$ cat src/rtl/segre_mem_arbiter.sv
// segre_mem_arbiter: shares the single main-memory port between the
// instruction-cache refill path and the data-cache path.
// Fixed priority (dc write > dc read > ic) with an instruction-cache
// starvation guard. Optional bus watchdog enabled by `SEGRE_ARB_TIMEOUT_EN.
module segre_mem_arbiter #(
  parameter int unsigned ADDR_SIZE      = 32,
  parameter int unsigned LINE_BYTES     = 16,
  parameter int unsigned STARVE_LIMIT   = 4,
  parameter int unsigned TIMEOUT_CYCLES = 255
) (
  input  logic                    clk_i,
  input  logic                    rsn_i,
  input  logic                    ic_req_i,
  input  logic [ADDR_SIZE-1:0]    ic_addr_i,
  output logic                    ic_ready_o,
  input  logic                    dc_rd_i,
  input  logic                    dc_wr_i,
  input  logic [ADDR_SIZE-1:0]    dc_addr_i,
  input  logic [1:0]              dc_type_i,
  input  logic [LINE_BYTES*8-1:0] dc_line_i,
  output logic                    dc_ready_o,
  output logic                    mem_rd_o,
  output logic                    mem_wr_o,
  output logic [ADDR_SIZE-1:0]    mem_addr_o,
  output logic [1:0]              mem_type_o,
  output logic [LINE_BYTES*8-1:0] mem_line_o,
  input  logic                    mem_ready_i,
  input  logic [LINE_BYTES*8-1:0] mem_line_i,
  output logic [LINE_BYTES*8-1:0] line_o,
  output logic                    busy_o,
  output logic [1:0]              owner_o,
  output logic                    err_o
);

  localparam int unsigned LW = LINE_BYTES * 8;

  localparam logic [1:0] TYPE_WORD = 2'b10;

  localparam logic [1:0] OWN_NONE = 2'b00;
  localparam logic [1:0] OWN_IC   = 2'b01;
  localparam logic [1:0] OWN_DRD  = 2'b10;
  localparam logic [1:0] OWN_DWR  = 2'b11;

  localparam logic [3:0] STARVE_MAX = 4'(STARVE_LIMIT);

  // Elaboration-time parameter range checks
  if (STARVE_LIMIT < 1 || STARVE_LIMIT > 15) begin : g_bad_starve
    $error("segre_mem_arbiter: STARVE_LIMIT must be 1..15");
  end
  if (TIMEOUT_CYCLES < 1 || TIMEOUT_CYCLES > 255) begin : g_bad_timeout
    $error("segre_mem_arbiter: TIMEOUT_CYCLES must be 1..255");
  end

  typedef enum logic [1:0] {
    S_IDLE = 2'b00,
    S_BUSY = 2'b01,
    S_RESP = 2'b10
  } state_e;

  state_e                 state_q, state_d;
  logic [1:0]             owner_q, owner_d;
  logic                   mem_rd_q, mem_rd_d;
  logic                   mem_wr_q, mem_wr_d;
  logic [ADDR_SIZE-1:0]   addr_q, addr_d;
  logic [1:0]             type_q, type_d;
  logic [LW-1:0]          mline_q, mline_d;
  logic [LW-1:0]          line_q, line_d;
  logic [3:0]             starve_q, starve_d;

`ifdef SEGRE_ARB_TIMEOUT_EN
  localparam logic [7:0] WD_LAST = 8'(TIMEOUT_CYCLES - 1);
  logic [7:0]             wd_q, wd_d;
  logic                   err_q, err_d;
`endif

  // Next-state and datapath selection for the IDLE -> BUSY -> RESP cycle
  always_comb begin
    state_d  = state_q;
    owner_d  = owner_q;
    mem_rd_d = mem_rd_q;
    mem_wr_d = mem_wr_q;
    addr_d   = addr_q;
    type_d   = type_q;
    mline_d  = mline_q;
    line_d   = line_q;
    starve_d = starve_q;
`ifdef SEGRE_ARB_TIMEOUT_EN
    wd_d     = wd_q;
    err_d    = err_q;
`endif

    unique case (state_q)
      S_IDLE: begin
        if (ic_req_i && (starve_q == STARVE_MAX)) begin
          state_d  = S_BUSY;
          owner_d  = OWN_IC;
          mem_rd_d = 1'b1;
          addr_d   = ic_addr_i;
          type_d   = TYPE_WORD;
          mline_d  = '0;
          starve_d = '0;
        end else if (dc_wr_i || dc_rd_i) begin
          state_d  = S_BUSY;
          owner_d  = dc_wr_i ? OWN_DWR : OWN_DRD;
          mem_wr_d = dc_wr_i;
          mem_rd_d = ~dc_wr_i;
          addr_d   = dc_addr_i;
          type_d   = dc_type_i;
          mline_d  = dc_line_i;
          if (ic_req_i && (starve_q != STARVE_MAX)) begin
            starve_d = starve_q + 4'd1;
          end
        end else if (ic_req_i) begin
          state_d  = S_BUSY;
          owner_d  = OWN_IC;
          mem_rd_d = 1'b1;
          addr_d   = ic_addr_i;
          type_d   = TYPE_WORD;
          mline_d  = '0;
          starve_d = '0;
        end
`ifdef SEGRE_ARB_TIMEOUT_EN
        wd_d = '0;
`endif
      end

      S_BUSY: begin
        if (mem_ready_i) begin
          if (mem_rd_q) begin
            line_d = mem_line_i;
          end
          mem_rd_d = 1'b0;
          mem_wr_d = 1'b0;
          state_d  = S_RESP;
        end
`ifdef SEGRE_ARB_TIMEOUT_EN
        else if (wd_q == WD_LAST) begin
          // Abandon the transaction silently: no ready pulse is issued
          err_d    = 1'b1;
          mem_rd_d = 1'b0;
          mem_wr_d = 1'b0;
          owner_d  = OWN_NONE;
          state_d  = S_IDLE;
        end else begin
          wd_d = wd_q + 8'd1;
        end
`endif
      end

      S_RESP: begin
        owner_d = OWN_NONE;
        state_d = S_IDLE;
      end

      default: begin
        owner_d  = OWN_NONE;
        mem_rd_d = 1'b0;
        mem_wr_d = 1'b0;
        state_d  = S_IDLE;
      end
    endcase
  end

  // State and datapath registers; async reset abandons any in-flight access
  always_ff @(posedge clk_i or posedge rsn_i) begin
    if (rsn_i) begin
      state_q  <= S_IDLE;
      owner_q  <= OWN_NONE;
      mem_rd_q <= 1'b0;
      mem_wr_q <= 1'b0;
      addr_q   <= '0;
      type_q   <= '0;
      mline_q  <= '0;
      line_q   <= '0;
      starve_q <= '0;
    end else begin
      state_q  <= state_d;
      owner_q  <= owner_d;
      mem_rd_q <= mem_rd_d;
      mem_wr_q <= mem_wr_d;
      addr_q   <= addr_d;
      type_q   <= type_d;
      mline_q  <= mline_d;
      line_q   <= line_d;
      starve_q <= starve_d;
    end
  end

`ifdef SEGRE_ARB_TIMEOUT_EN
  // Watchdog counter and sticky error flag
  always_ff @(posedge clk_i or posedge rsn_i) begin
    if (rsn_i) begin
      wd_q  <= '0;
      err_q <= 1'b0;
    end else begin
      wd_q  <= wd_d;
      err_q <= err_d;
    end
  end

  assign err_o = err_q;
`else
  assign err_o = 1'b0;
`endif

  assign ic_ready_o = (state_q == S_RESP) && (owner_q == OWN_IC);
  assign dc_ready_o = (state_q == S_RESP) && owner_q[1];
  assign mem_rd_o   = mem_rd_q;
  assign mem_wr_o   = mem_wr_q;
  assign mem_addr_o = addr_q;
  assign mem_type_o = type_q;
  assign mem_line_o = mline_q;
  assign line_o     = line_q;
  assign busy_o     = (state_q != S_IDLE);
  assign owner_o    = owner_q;

endmodule

$ cat config.mk
export PLATFORM = sky130hd
export DESIGN_NAME = segre_mem_arbiter
export DESIGN_NICKNAME = d
export VERILOG_FILES = /design/src/rtl/segre_mem_arbiter.sv
export SDC_FILE = /design/constraint.sdc
export NUM_CORES = 1
export LEC_CHECK = 0
export CAP_MARGIN = 20
export CORE_AREA = 2 2 246 248
export CTS_CLUSTER_DIAMETER = 80
export DETAILED_ROUTE_END_ITERATION = 10
export DIE_AREA = 0 0 248 250
export SETUP_SLACK_MARGIN = 0.2
export SYNTH_ARGS = -nofsm -noshare
export SYNTH_HDL_FRONTEND = slang
export SYNTH_SLANG_ARGS = --single-unit
$ cat constraint.sdc
create_clock -name clk_i -period 21.6 [get_ports clk_i]
set_input_delay 5.4 -clock clk_i [delete_from_list [all_inputs] [get_ports clk_i]]
set_output_delay 5.4 -clock clk_i [all_outputs]
set_load 0.01 [all_outputs]
# Yosys cells after proc, flatten, opt, wreduce, memory -nomap -nowiden
# Index checks and enable logic that the tools add are counted.
# W data, S select, Z words.
[totals] register_bits=300 out_inout_bits=298 wordCells=68
[op_classes] addsub=1 n_eq_ne=10 mux=30 bitwise=3 reduce_logical=15
[op_table] operator="$mux W128" count=3
[op_table] operator="$mux W32" count=3
[op_table] operator="$mux W2" count=9
[op_table] operator="$mux W4" count=4
[op_table] operator="$reduce_and A3 Y1" count=3
[op_table] operator="$pmux W2 S2" count=2
[op_table] operator="$mux W1" count=7
[op_table] operator="$ne A2 B2 Y1 const B" count=3
[op_table] operator="$pmux W1 S3" count=2
[op_table] operator="$reduce_and A2 Y1" count=3
[op_table] operator="$add A4 B1 Y4 const B" count=1
[op_table] operator="$eq A2 B1 Y1 const B" count=2
[op_table] operator="$eq A4 B3 Y1 const B" count=1
[op_table] operator="$logic_and A1 B1 Y1" count=4
[op_table] operator="$ne A4 B3 Y1 const B" count=1
[op_table] operator="$ne A4 B4 Y1 const B" count=1
[op_table] operator="$reduce_and A4 Y1" count=1
[op_table] operator="$ne A3 B2 Y1 const B" count=1
[op_table] operator="$not A1 Y1" count=3
[op_table] operator="$reduce_bool A3 Y1" count=1
[op_table] operator="$eq A2 B2 Y1 const B" count=1
[op_table] operator="$logic_not A2 Y1" count=1
[op_table] operator="$reduce_bool A2 Y1" count=1
[op_table] operator="$logic_or A1 B1 Y1" count=1

# Depth between registers and ports, before layout
# Gate-level depths: netlist of run 1.
[depth] ltp_word=5 depth_mapped=8 depth_no_buf=5

# Least setup slack after synthesis of run 1
# Ideal clock, no wire load.
[synth_timing] path_type="input to register" start="input port ic_req_i" end="register mem_rd_q, in the netlist mem_rd_o" setup_ps=64 t_arrival_ps=6501 required_ps=21536 slack_ps=15035 cell_stages=6 cell_sequence="or3_1 -> clkbuf_1 -> nand2_1 -> buf_4 -> buf_2 -> a31o_2"
[synth_via] elab_chain_len=3
[synth_lines] item="start, declared" line="13" rtl="input logic ic_req_i,"
[synth_lines] item="$logic_and A1 B1 Y1" line="94" rtl="if (ic_req_i && (starve_q == STARVE_MAX)) begin"
[synth_lines] item="$ne A4 B4 Y1 (no line) or $mux W1 (tied branches)"
[synth_lines] item="$reduce_and A3 Y1 (no line) or $pmux W1 S3 (tied branches)"
[synth_lines] item="end signal, assigned" line="179" rtl="mem_rd_q <= mem_rd_d;"
[synth_lines] item="end, declared" line="62" rtl="logic mem_rd_q, mem_rd_d;"
# Parallel ways exist; a longest one is shown, timed or not.
# A chain may end at the register's enable or synchronous reset.

# Worst setup path in the final report of run 1
[layout_timing] start="register state_q[1]" end="output port busy_o"
[layout_via] elab_chain_len=1
[layout_lines] item="start, declared" line="60" rtl="state_e state_q, state_d;"
[layout_lines] item="start signal, assigned" line="177" rtl="state_q <= state_d;"
[layout_lines] item="$reduce_bool A2 Y1" line="214" rtl="assign busy_o = (state_q != S_IDLE);"
[layout_lines] item="end, declared" line="30" rtl="output logic busy_o,"
# No other way between the ends.

==> results of run 1 <==
## metrics by stage
stage,util,instance area (um2),std cells,power [mW]
final,0.330,19700,2224,2.88
after CTS,0.330,19700,2220,2.93
after global routing,0.330,19700,2224,3.05
after detailed placement,0.310,18500,2156,2.29
after global placement,0.310,18500,2156,2.27
after floorplan,-,11400,807,1.52
## cells by family (layout without fill, tap and decap cells)
kind of cell | Yosys count | after routing
compound gates | 239 | 239
fa+ha+maj | 2 | 2
buf+inv | 75 | 706
flops | 300 | 300
mux | 128 | 128
other cells | 1 | 5
simple gates | 62 | 62
## state kept, by name, summed over array words and instances (netlist names)
| signal | count |
|---|---|
| starve_q | 4 |
| mem_addr_o | 32 |
| owner_o | 2 |
| mem_line_o | 128 |
| mem_type_o | 2 |
| state_q | 2 |
| mem_rd_o | 1 |
| line_o | 128 |
| mem_wr_o | 1 |
## metal layers
| metal | track usage | vias up | wire [um] |
|---|---|---|---|
| li1 | - | 4221 | - |
| met1 | 0.151 | 4718 | 16500 |
| met2 | 0.225 | 373 | 21300 |
| met3 | 0.0313 | 66 | 3030 |
| met4 | 0.0477 | 0 | 1120 |
| met5 | 0 | - | 0 |
## power by group through the flow
stage          registers, mW  logic [mW]  clock network, mW
2_1_floorplan           1.11       0.416                  0
3_3_place_gp            1.00        1.26                  0
3_5_place_dp            1.01        1.28                  0
4_1_cts                 1.01        1.28              0.637
5_1_grt                 1.04        1.35              0.659
6_report                1.00        1.26              0.614
## cell usage after synthesis (2+ instances only)
cell type | instances | share of area
ha_1 | 2 | 0.0022
buf_1 | 2 | 0.00066
nand3_1 | 38 | 0.017
inv_1 | 5 | 0.0016
a21oi_1 | 33 | 0.014
dfrtp_1 | 300 | 0.66
clkbuf_1 | 28 | 0.0092
o311ai_0 | 2 | 0.0015
mux2_2 | 128 | 0.13
nand2_1 | 4 | 0.0013
buf_4 | 2 | 0.0013
nor2_1 | 2 | 0.00066
a21o_1 | 3 | 0.0020
o21ai_0 | 34 | 0.015
a31oi_1 | 32 | 0.018
nand2b_1 | 2 | 0.0011
a22o_1 | 130 | 0.10
buf_2 | 36 | 0.016
## final timing paths
kind,from,end,slack [ns],cells after the start
max,state_q[1],busy_o,13.67,3
min,mem_line_o[84],mem_line_o[84],0.50,1
max reg2reg,state_q[1],mem_line_o[14],18.27,6
min reg2reg,mem_line_o[84],mem_line_o[84],0.50,1
max in group asynchronous,rsn_i,line_o[127],14.07,4
min in group asynchronous,rsn_i,line_o[75],5.43,2
## worst max-delay path: cells and delay by family (launching register included)
kind / cells / cell delay [ns]
simple gates: 1 / 0.75
buf+inv: 2 / 0.75
flops: 1 / 0.48
## layout make-up
| cell class | count | area (um2) | share of cell area |
|---|---|---|---|
| sequential | 300 | 7510 | 0.382 |
| antenna | 4 | 10.0 | 0.000509 |
| inverter | 6 | 30.0 | 0.00153 |
| multi-input combinational | 432 | 3610 | 0.184 |
| clock buffer | 55 | 1080 | 0.0551 |
| tap | 782 | 978 | 0.0497 |
| timing repair buffer | 636 | 6340 | 0.322 |
| clock inverter | 9 | 114 | 0.00579 |
## cell usage in the layout (no fill, tap or decap), types with 2 or more instances in the layout
cell type	synthesis	final
o21ai_0	34	34
bufinv_16	0	2
a22o_1	130	130
clkdlybuf4s50_1	0	624
nand3_1	38	37
a21oi_1	33	33
nand2b_1	2	2
a21o_1	3	3
ha_1	2	2
nand2_1	4	3
buf_4	2	12
clkinv_2	0	4
inv_6	0	2
a31oi_1	32	32
inv_1	5	4
o311ai_0	2	2
nor2_2	0	2
clkbuf_16	0	38
clkbuf_1	28	10
dfrtp_1	300	300
clkbuf_8	0	7
diode_2	0	4
mux2_2	128	128
==> qor.csv, run 1 <==
stage;metric;value;unit
routing;drt pass-1 iters;5;
yosys;Post-Syn Area per Cell;14.2;um2
timing;Slew Viols, Final;0;
yosys;Synth Area in Adders;0.00219;
clocking;Max Buffers Root-to-Sink;3;
clocking;# clock sinks;300;
cells_and_area;final net count;1742;
yosys;Synth Area in Compound Gates;0.154;
yosys;most common flop cell mapped by yosys;dfrtp_1;
timing;slew margin rel.;0.295;
placement;post-detail-place hpwl;30900;um
yosys;Syn Inst Count;807;
timing;# setup viols final;0;
clocking;post_cts resized;0;
yosys;number of synthesized register bits;300;
pwr;Seq pwr share;0.348;
die;io pins;626;
worst_hold_path;Hold Path Class;reg2reg;
global_route;total congestion overflow;0;
clocking;Reg clk slew, reported paths;0.06;ns
yosys;post-synthesis sequential area ratio;0.657;
critical_path;Critical Path AT;2.53;ns
timing;WHS;0.501;ns
cells_and_area;Fill cells;5905;
clocking;CTS Buf Count;36;
clocking;postcts setup bufs;0;
yosys;Synth Area in Simple Gates;0.0307;
yosys;Async SR Flop Fraction;1.00;
critical_path;Setup crit start kind;flip-flop;
timing;final hold vios;0;
global_route;Tot GR Track Use;0.128;
die;die width;248;um
critical_path;Critical Path Slowest Stage Cell;nor2_4;
routing;DRT iter0 DRCs;414;
timing;final setup TNS;0;ns
die;Initial Utilization;0.192;
yosys;synthesized cell area;0.0114;mm2
cells_and_area;synthesis-to-layout area growth;72.1;%
yosys;Syn. warnings;0;
die;Rows;90;
die;core area;0.0596;mm2
outcome;status;completed;
pwr;switching share of power;0.323;
critical_path;critical path class;reg2out;
critical_path;slowest stage delay, CP;0.75;ns
pwr;Psw;0.932;mW
routing;Final ANT Viol Nets;0;
clocking;H-tree levels;2;
cells_and_area;layout cells sized above 1;0.143;
pwr;Power Internal;1.95;mW
yosys;Post-synth EDFFs;0;
global_route;number of global-route vias before repair;9879;
critical_path;worst-path fanout max;37;
pwr;PD cells;147;mW/mm2
yosys;XOR/XNOR Fraction of Synth Area;0;
global_route;largest net degree at the start of global routing;117;
critical_path;critical path required time;16.20;ns
clocking;clk_lat worst skew;0.54;ns
timing;fmax;0.126;GHz
die;chip height;250;um
placement;Placer Congestion;0.849;
timing;post-route clock period utilization;0.367;
pwr;power share of the clock group;0.213;
pwr;Comb pwr share;0.438;
timing;Fin Clk Skew;0.0287;ns
yosys;synth unique cells;42;
timing;unrepaired setup endpoints after global routing;false;
yosys;largest family of logic cells by synthesized area;compound AO/OA/AOI/OAI gates;
global_route;initial antenna violation count;5;
yosys;mux cell area share after synthesis;0.126;
clocking;TritonCTS clock tree;yes;
die;die area;0.0620;mm2
timing;post-layout min period;7.93;ns
routing;Remaining DRCs;0;
routing;wire per inst;18.9;um
routing;Total Wirelength;42000;um
routing;via-per-instance ratio;4.22;
placement;pre-CTS setup slack;13.31;ns
timing;measured slew at the worst slew-check pin;1.06;ns
global_route;first-pass GRT wire length;61100;um
routing;via count;9378;
critical_path;worst-path cell chain;nor2_4, inv_2, clkdlybuf4s50_1;
pwr;Lkg Pwr;8.15;nW
pwr;peak supply drop;0.0675;mV
critical_path;CP endpoint kind;primary output;
placement;Port Buffers;624;
yosys;post-synth net total;1137;
job;max-cap check violation count;0;
clocking;CTS Root Cell;clkbuf_16;
timing;final setup margin;13.67;ns
clocking;Post-CTS Hold Buffers;0;
Power figures use the tool's default switching activity.
==> run 2: changes to the inputs <==
- clock period: 21.6 -> 6.7 ns (I/O delays scaled with it)
==> run 2 against run 1 <==
  * Die area is the same
  * Core utilization grew 0.13 points
  * Critical endpoint unchanged
  * Clock skew shrank 0.018 ns
  * Critical path depth is the same
==> qor.csv, run 2 (same netlist as run 1, synthesis figures left out) <==
stage;metric;value;unit;change
routing;via-per-instance ratio;4.20;;was 4.22
critical_path;Setup crit start kind;flip-flop;;unchanged
routing;drt pass-1 iters;5;;unchanged
pwr;peak supply drop;0.213;mV;was 0.0675 mV
die;die area;0.0620;mm2;unchanged
critical_path;critical path class;reg2out;;unchanged
die;io pins;626;;unchanged
critical_path;critical path required time;5.03;ns;was 16.20 ns
global_route;first-pass GRT wire length;60500;um;was 61100 um
placement;Port Buffers;624;;unchanged
clocking;CTS Buf Count;36;;unchanged
clocking;post_cts resized;0;;unchanged
critical_path;worst-path fanout max;37;;unchanged
global_route;number of global-route vias before repair;9892;;was 9879
placement;Placer Congestion;0.836;;was 0.849
die;die width;248;um;unchanged
timing;Fin Clk Skew;0.0102;ns;was 0.0287 ns
outcome;status;completed;;unchanged
routing;Total Wirelength;41000;um;was 42000 um
timing;slew margin rel.;0.338;;was 0.295
critical_path;CP endpoint kind;primary output;;unchanged
die;Initial Utilization;0.192;;unchanged
critical_path;Critical Path AT;2.57;ns;was 2.53 ns
clocking;CTS Root Cell;clkbuf_16;;unchanged
timing;post-layout min period;4.25;ns;
pwr;PD cells;471;mW/mm2;was 147 mW/mm2
timing;unrepaired setup endpoints after global routing;false;;unchanged
die;Rows;90;;unchanged
cells_and_area;most common cell after layout, fill and taps aside;clkdlybuf4s50_1;;unchanged
clocking;postcts setup bufs;0;;unchanged
global_route;Tot GR Track Use;0.127;;was 0.128
routing;DRT iter0 DRCs;464;;was 414
clocking;Max Buffers Root-to-Sink;3;;unchanged
timing;final setup TNS;0;ns;unchanged
clocking;Reg clk slew, reported paths;0.06;ns;about the same
cells_and_area;final net count;1744;;was 1742
routing;Final ANT Viol Nets;0;;unchanged
global_route;largest net degree at the start of global routing;140;;was 117
global_route;initial antenna violation count;1;;was 5
die;chip height;250;um;unchanged
clocking;TritonCTS clock tree;yes;;unchanged
clocking;# clock sinks;300;;unchanged
timing;final hold vios;0;;unchanged
timing;fmax;0.236;GHz;
worst_hold_path;Hold Path Class;reg2reg;;unchanged
clocking;clk_lat worst skew;0.53;ns;was 0.54 ns
die;core area;0.0596;mm2;unchanged
clocking;H-tree levels;2;;unchanged
job;max-cap check violation count;0;;unchanged
routing;via count;9340;;was 9378
clocking;Post-CTS Hold Buffers;0;;unchanged
placement;post-detail-place hpwl;30200;um;was 30900 um
timing;Slew Viols, Final;0;;unchanged
routing;wire per inst;18.5;um;was 18.9 um
pwr;Lkg Pwr;8.18;nW;was 8.15 nW
global_route;total congestion overflow;0;;unchanged
cells_and_area;layout cells sized above 1;0.146;;was 0.143
cells_and_area;synthesis-to-layout area growth;72.8;%;was 72.1%
timing;measured slew at the worst slew-check pin;0.990;ns;was 1.06 ns
timing;post-route clock period utilization;0.634;;
pwr;Final Power;9.31;mW;was 2.88 mW
cells_and_area;commonest cells after routing, fill and taps aside;624 x clkdlybuf4s50_1, 300 x dfrtp_1, 130 x a22o_1;;unchanged
timing;# setup viols final;0;;unchanged
routing;Remaining DRCs;0;;unchanged
## run 2: worst paths after layout
kind                                  end  slack [ns]        from  cells after the start
setup / recovery                   busy_o        2.45  state_q[1]                      3
hold / removal                 line_o[16]        0.50  line_o[16]                      1
setup reg to reg            mem_line_o[3]        3.67  state_q[1]                      5
hold reg to reg                line_o[16]        0.50  line_o[16]                      1
max in group asynchronous  mem_line_o[40]        4.14       rsn_i                      3
min in group asynchronous  mem_addr_o[29]        1.45       rsn_i                      2
## run 2: report_power, final
group / switching [mW] / internal (mW) / total [mW]
registers: 0.531 / 2.70 / 3.23
clock network: 0.777 / 1.22 / 2.00
logic: 1.68 / 2.40 / 4.08
total: 2.99 / 6.32 / 9.31
## run 2: worst max-delay path, cell delays in order (launching register included)
cell             delay, ns
dfrtp_1               0.49
nor2_4                0.79
inv_2                 0.18
clkdlybuf4s50_1       0.58
## run 2: through the flow
| stage | setup WS (ns) | std cells | instance area [um2] | utilization | hold slack (ns) |
|---|---|---|---|---|---|
| 2_1_floorplan | 1.04 | 807 | 11400 | - | 0.492 |
| 4_1_cts | 2.41 | 2220 | 19700 | 0.331 | 0.506 |
| 6_report | 2.45 | 2222 | 19800 | 0.332 | 0.501 |
| 3_5_place_dp | 2.31 | 2157 | 18500 | 0.311 | 0.490 |
| 3_3_place_gp | 2.35 | 2157 | 18500 | 0.311 | 0.487 |
| 5_1_grt | 2.30 | 2222 | 19800 | 0.332 | 0.515 |
## run 2: area by class of cell
cell class                      instances  area [um2]
Antenna cell                            1        2.50
Fill cell                            5911       39800
Sequential cell                       300        7510
Clock inverter                         13         161
Clock buffer                           50        1060
Timing Repair Buffer                  638        6410
Multi-Input combinational cell        432        3610
Inverter                                6        26.3
Tap cell                              782         978
## run 2: per-layer routing
metal / share of wire / track usage / vias up
met5: 0 / 0 / -
met4: 0.028 / 0.0443 / 0
met3: 0.080 / 0.0351 / 65
met2: 0.50 / 0.218 / 398
met1: 0.39 / 0.150 / 4646
li1: - / - / 4231
==> run 3: changes to the inputs <==
- CORE_AREA: 2 2 246 248 -> 2 2 240 242
- DIE_AREA: 0 0 248 250 -> 0 0 242 244
- clock period: 6.7 -> 4.5 ns (I/O delays scaled with it)
==> run 3 against run 2 <==
  * Sequential power is 49% higher
  * Worst hold slack worse by 0.0016 ns
  * Critical endpoint unchanged
  * Via count down 1.3%
==> qor.csv, run 3 (same netlist as run 1, synthesis figures left out) <==
stage;metric;value;unit;change
worst_hold_path;Hold Path Class;reg2reg;;unchanged
critical_path;critical path required time;3.38;ns;was 5.03 ns
critical_path;Reg2Reg Setup Slack;1.99;ns;was 3.67 ns
timing;unrepaired setup endpoints after global routing;false;;unchanged
routing;DRT iter0 DRCs;356;;was 464
job;max-cap check violation count;0;;unchanged
timing;WHS;0.500;ns;was 0.501 ns
cells_and_area;final net count;1755;;was 1744
cells_and_area;commonest cells after routing, fill and taps aside;624 x clkdlybuf4s50_1, 300 x dfrtp_1, 130 x a22o_1;;unchanged
clocking;clk_lat worst skew;0.53;ns;about the same
die;die area;0.0590;mm2;was 0.0620 mm2
cells_and_area;final instance area;0.0197;mm2;was 0.0198 mm2
clocking;Max Buffers Root-to-Sink;3;;unchanged
timing;post-layout min period;3.32;ns;
global_route;Tot GR Track Use;0.130;;was 0.127
routing;Total Wirelength;39700;um;was 41000 um
die;Initial Utilization;0.203;;was 0.192
critical_path;Crit path buffers/inverters;3;;was 2
timing;Slew Viols, Final;0;;unchanged
clocking;Reg clk slew, reported paths;0.06;ns;about the same
die;die width;242;um;was 248 um
clocking;post_cts resized;0;;unchanged
die;Rows;87;;was 90
global_route;initial antenna violation count;2;;was 1
critical_path;critical path class;reg2out;;unchanged
routing;drt pass-1 iters;4;;was 5
die;io pins;626;;unchanged
cells_and_area;area of the multi-input gates;0.00361;mm2;unchanged
timing;final hold vios;0;;unchanged
cells_and_area;layout cells sized above 1;0.150;;was 0.146
placement;post-place instance area;0.0186;mm2;was 0.0185 mm2
timing;final setup TNS;0;ns;unchanged
clocking;# clock sinks;300;;unchanged
timing;Fin Clk Skew;0.0193;ns;was 0.0102 ns
critical_path;Critical Path AT;2.20;ns;was 2.57 ns
pwr;peak supply drop;0.262;mV;was 0.213 mV
cells_and_area;Core Util, Final;0.351;;was 0.332
routing;Final ANT Viol Nets;0;;unchanged
timing;# setup viols final;0;;unchanged
timing;slew margin rel.;0.404;;was 0.338
routing;via count;9222;;was 9340
placement;Placer Congestion;0.834;;was 0.836
timing;post-route clock period utilization;0.738;;
global_route;largest net degree at the start of global routing;91;;was 140
outcome;status;completed;;unchanged
placement;Port Buffers;624;;unchanged
critical_path;worst-path cell chain;nor2_4, buf_4, inv_2, clkdlybuf4s50_1;;was nor2_4, inv_2, clkdlybuf4s50_1
clocking;postcts setup bufs;0;;unchanged
die;core area;0.0562;mm2;was 0.0596 mm2
critical_path;CP endpoint kind;primary output;;unchanged
critical_path;Critical Path Slowest Stage Cell;clkdlybuf4s50_1;;was nor2_4
cells_and_area;most common cell after layout, fill and taps aside;clkdlybuf4s50_1;;unchanged
global_route;first-pass GRT wire length;60200;um;was 60500 um
critical_path;Setup crit start kind;flip-flop;;unchanged
pwr;Lkg Pwr;8.20;nW;was 8.18 nW
cells_and_area;synthesis-to-layout area growth;72.7;%;was 72.8%
clocking;TritonCTS clock tree;yes;;unchanged
critical_path;Crit path max-delay family;buffers and inverters;;was simple AND/OR/NAND/NOR gates
global_route;number of global-route vias before repair;9768;;was 9892
routing;via-per-instance ratio;4.18;;was 4.20
cells_and_area;Fill cells;5593;;was 5911
routing;wire per inst;18.0;um;was 18.5 um
placement;post-detail-place hpwl;29600;um;was 30200 um
routing;Remaining DRCs;0;;unchanged
clocking;CTS Buf Count;34;;was 36
pwr;PD cells;693;mW/mm2;was 471 mW/mm2
global_route;total congestion overflow;0;;unchanged
cells_and_area;FF/Latch Area;0.00751;mm2;unchanged
critical_path;worst-path fanout max;37;;unchanged
clocking;Post-CTS Hold Buffers;0;;unchanged
timing;fmax;0.301;GHz;
timing;measured slew at the worst slew-check pin;0.894;ns;was 0.990 ns
critical_path;slowest stage delay, CP;0.56;ns;was 0.79 ns
clocking;H-tree levels;2;;unchanged
die;chip height;244;um;was 250 um
clocking;CTS Root Cell;clkbuf_16;;unchanged
==> run 3: changes by cell type in the layout (fill, tap and decap cells not counted), moves of 2 or more <==
cell	previous run	this run
buf_12	3	8
clkinv_2	6	4
clkbuf_16	38	35
bufinv_16	3	1
buf_4	10	19
clkbuf_8	6	9
==> run 3: final cells by class <==
class / instances / share of cell area
clock inverters: 7 / 0.00342
well taps: 756 / 0.0479
inverters: 6 / 0.00133
repair buffers: 651 / 0.332
diodes: 2 / 0.000254
multi-input cells: 432 / 0.183
flip-flops and latches: 300 / 0.380
clock buffers: 51 / 0.0520
==> run 3: final timing paths <==
kind                       startpoint          to  depth (start not counted)
setup / recovery           state_q[1]      busy_o                          4
hold / removal             line_o[11]  line_o[11]                          1
setup reg to reg           state_q[1]  line_o[82]                          4
hold reg to reg            line_o[11]  line_o[11]                          1
max in group asynchronous       rsn_i  state_q[0]                          3
min in group asynchronous       rsn_i  line_o[78]                          2
==> run 3: per-stage QoR <==
step	worst slack, ns	power (mW)	std cells
after CTS	1.09	13.9	2203
after detailed placement	1.01	11.1	2145
final	1.18	13.7	2205
after floorplan	-0.612	7.31	807
after global routing	1.04	14.5	2205
after global placement	1.06	11.0	2145
==> run 3: power by group <==
part,total [mW],internal [mW],switching (mW)
clock network,2.73,1.63,1.10
logic,6.14,3.66,2.48
registers,4.80,4.02,0.778
total,13.7,9.31,4.36
==> run 3: layer usage <==
metal | vias to the layer above | routed length (um) | share of wire | global-route usage
met1 | 4548 | 15800 | 0.40 | 0.152
met4 | 0 | 1130 | 0.029 | 0.0476
met3 | 60 | 2750 | 0.069 | 0.0363
met2 | 380 | 20000 | 0.50 | 0.226
met5 | - | 0 | 0 | 0
li1 | 4234 | - | - | -
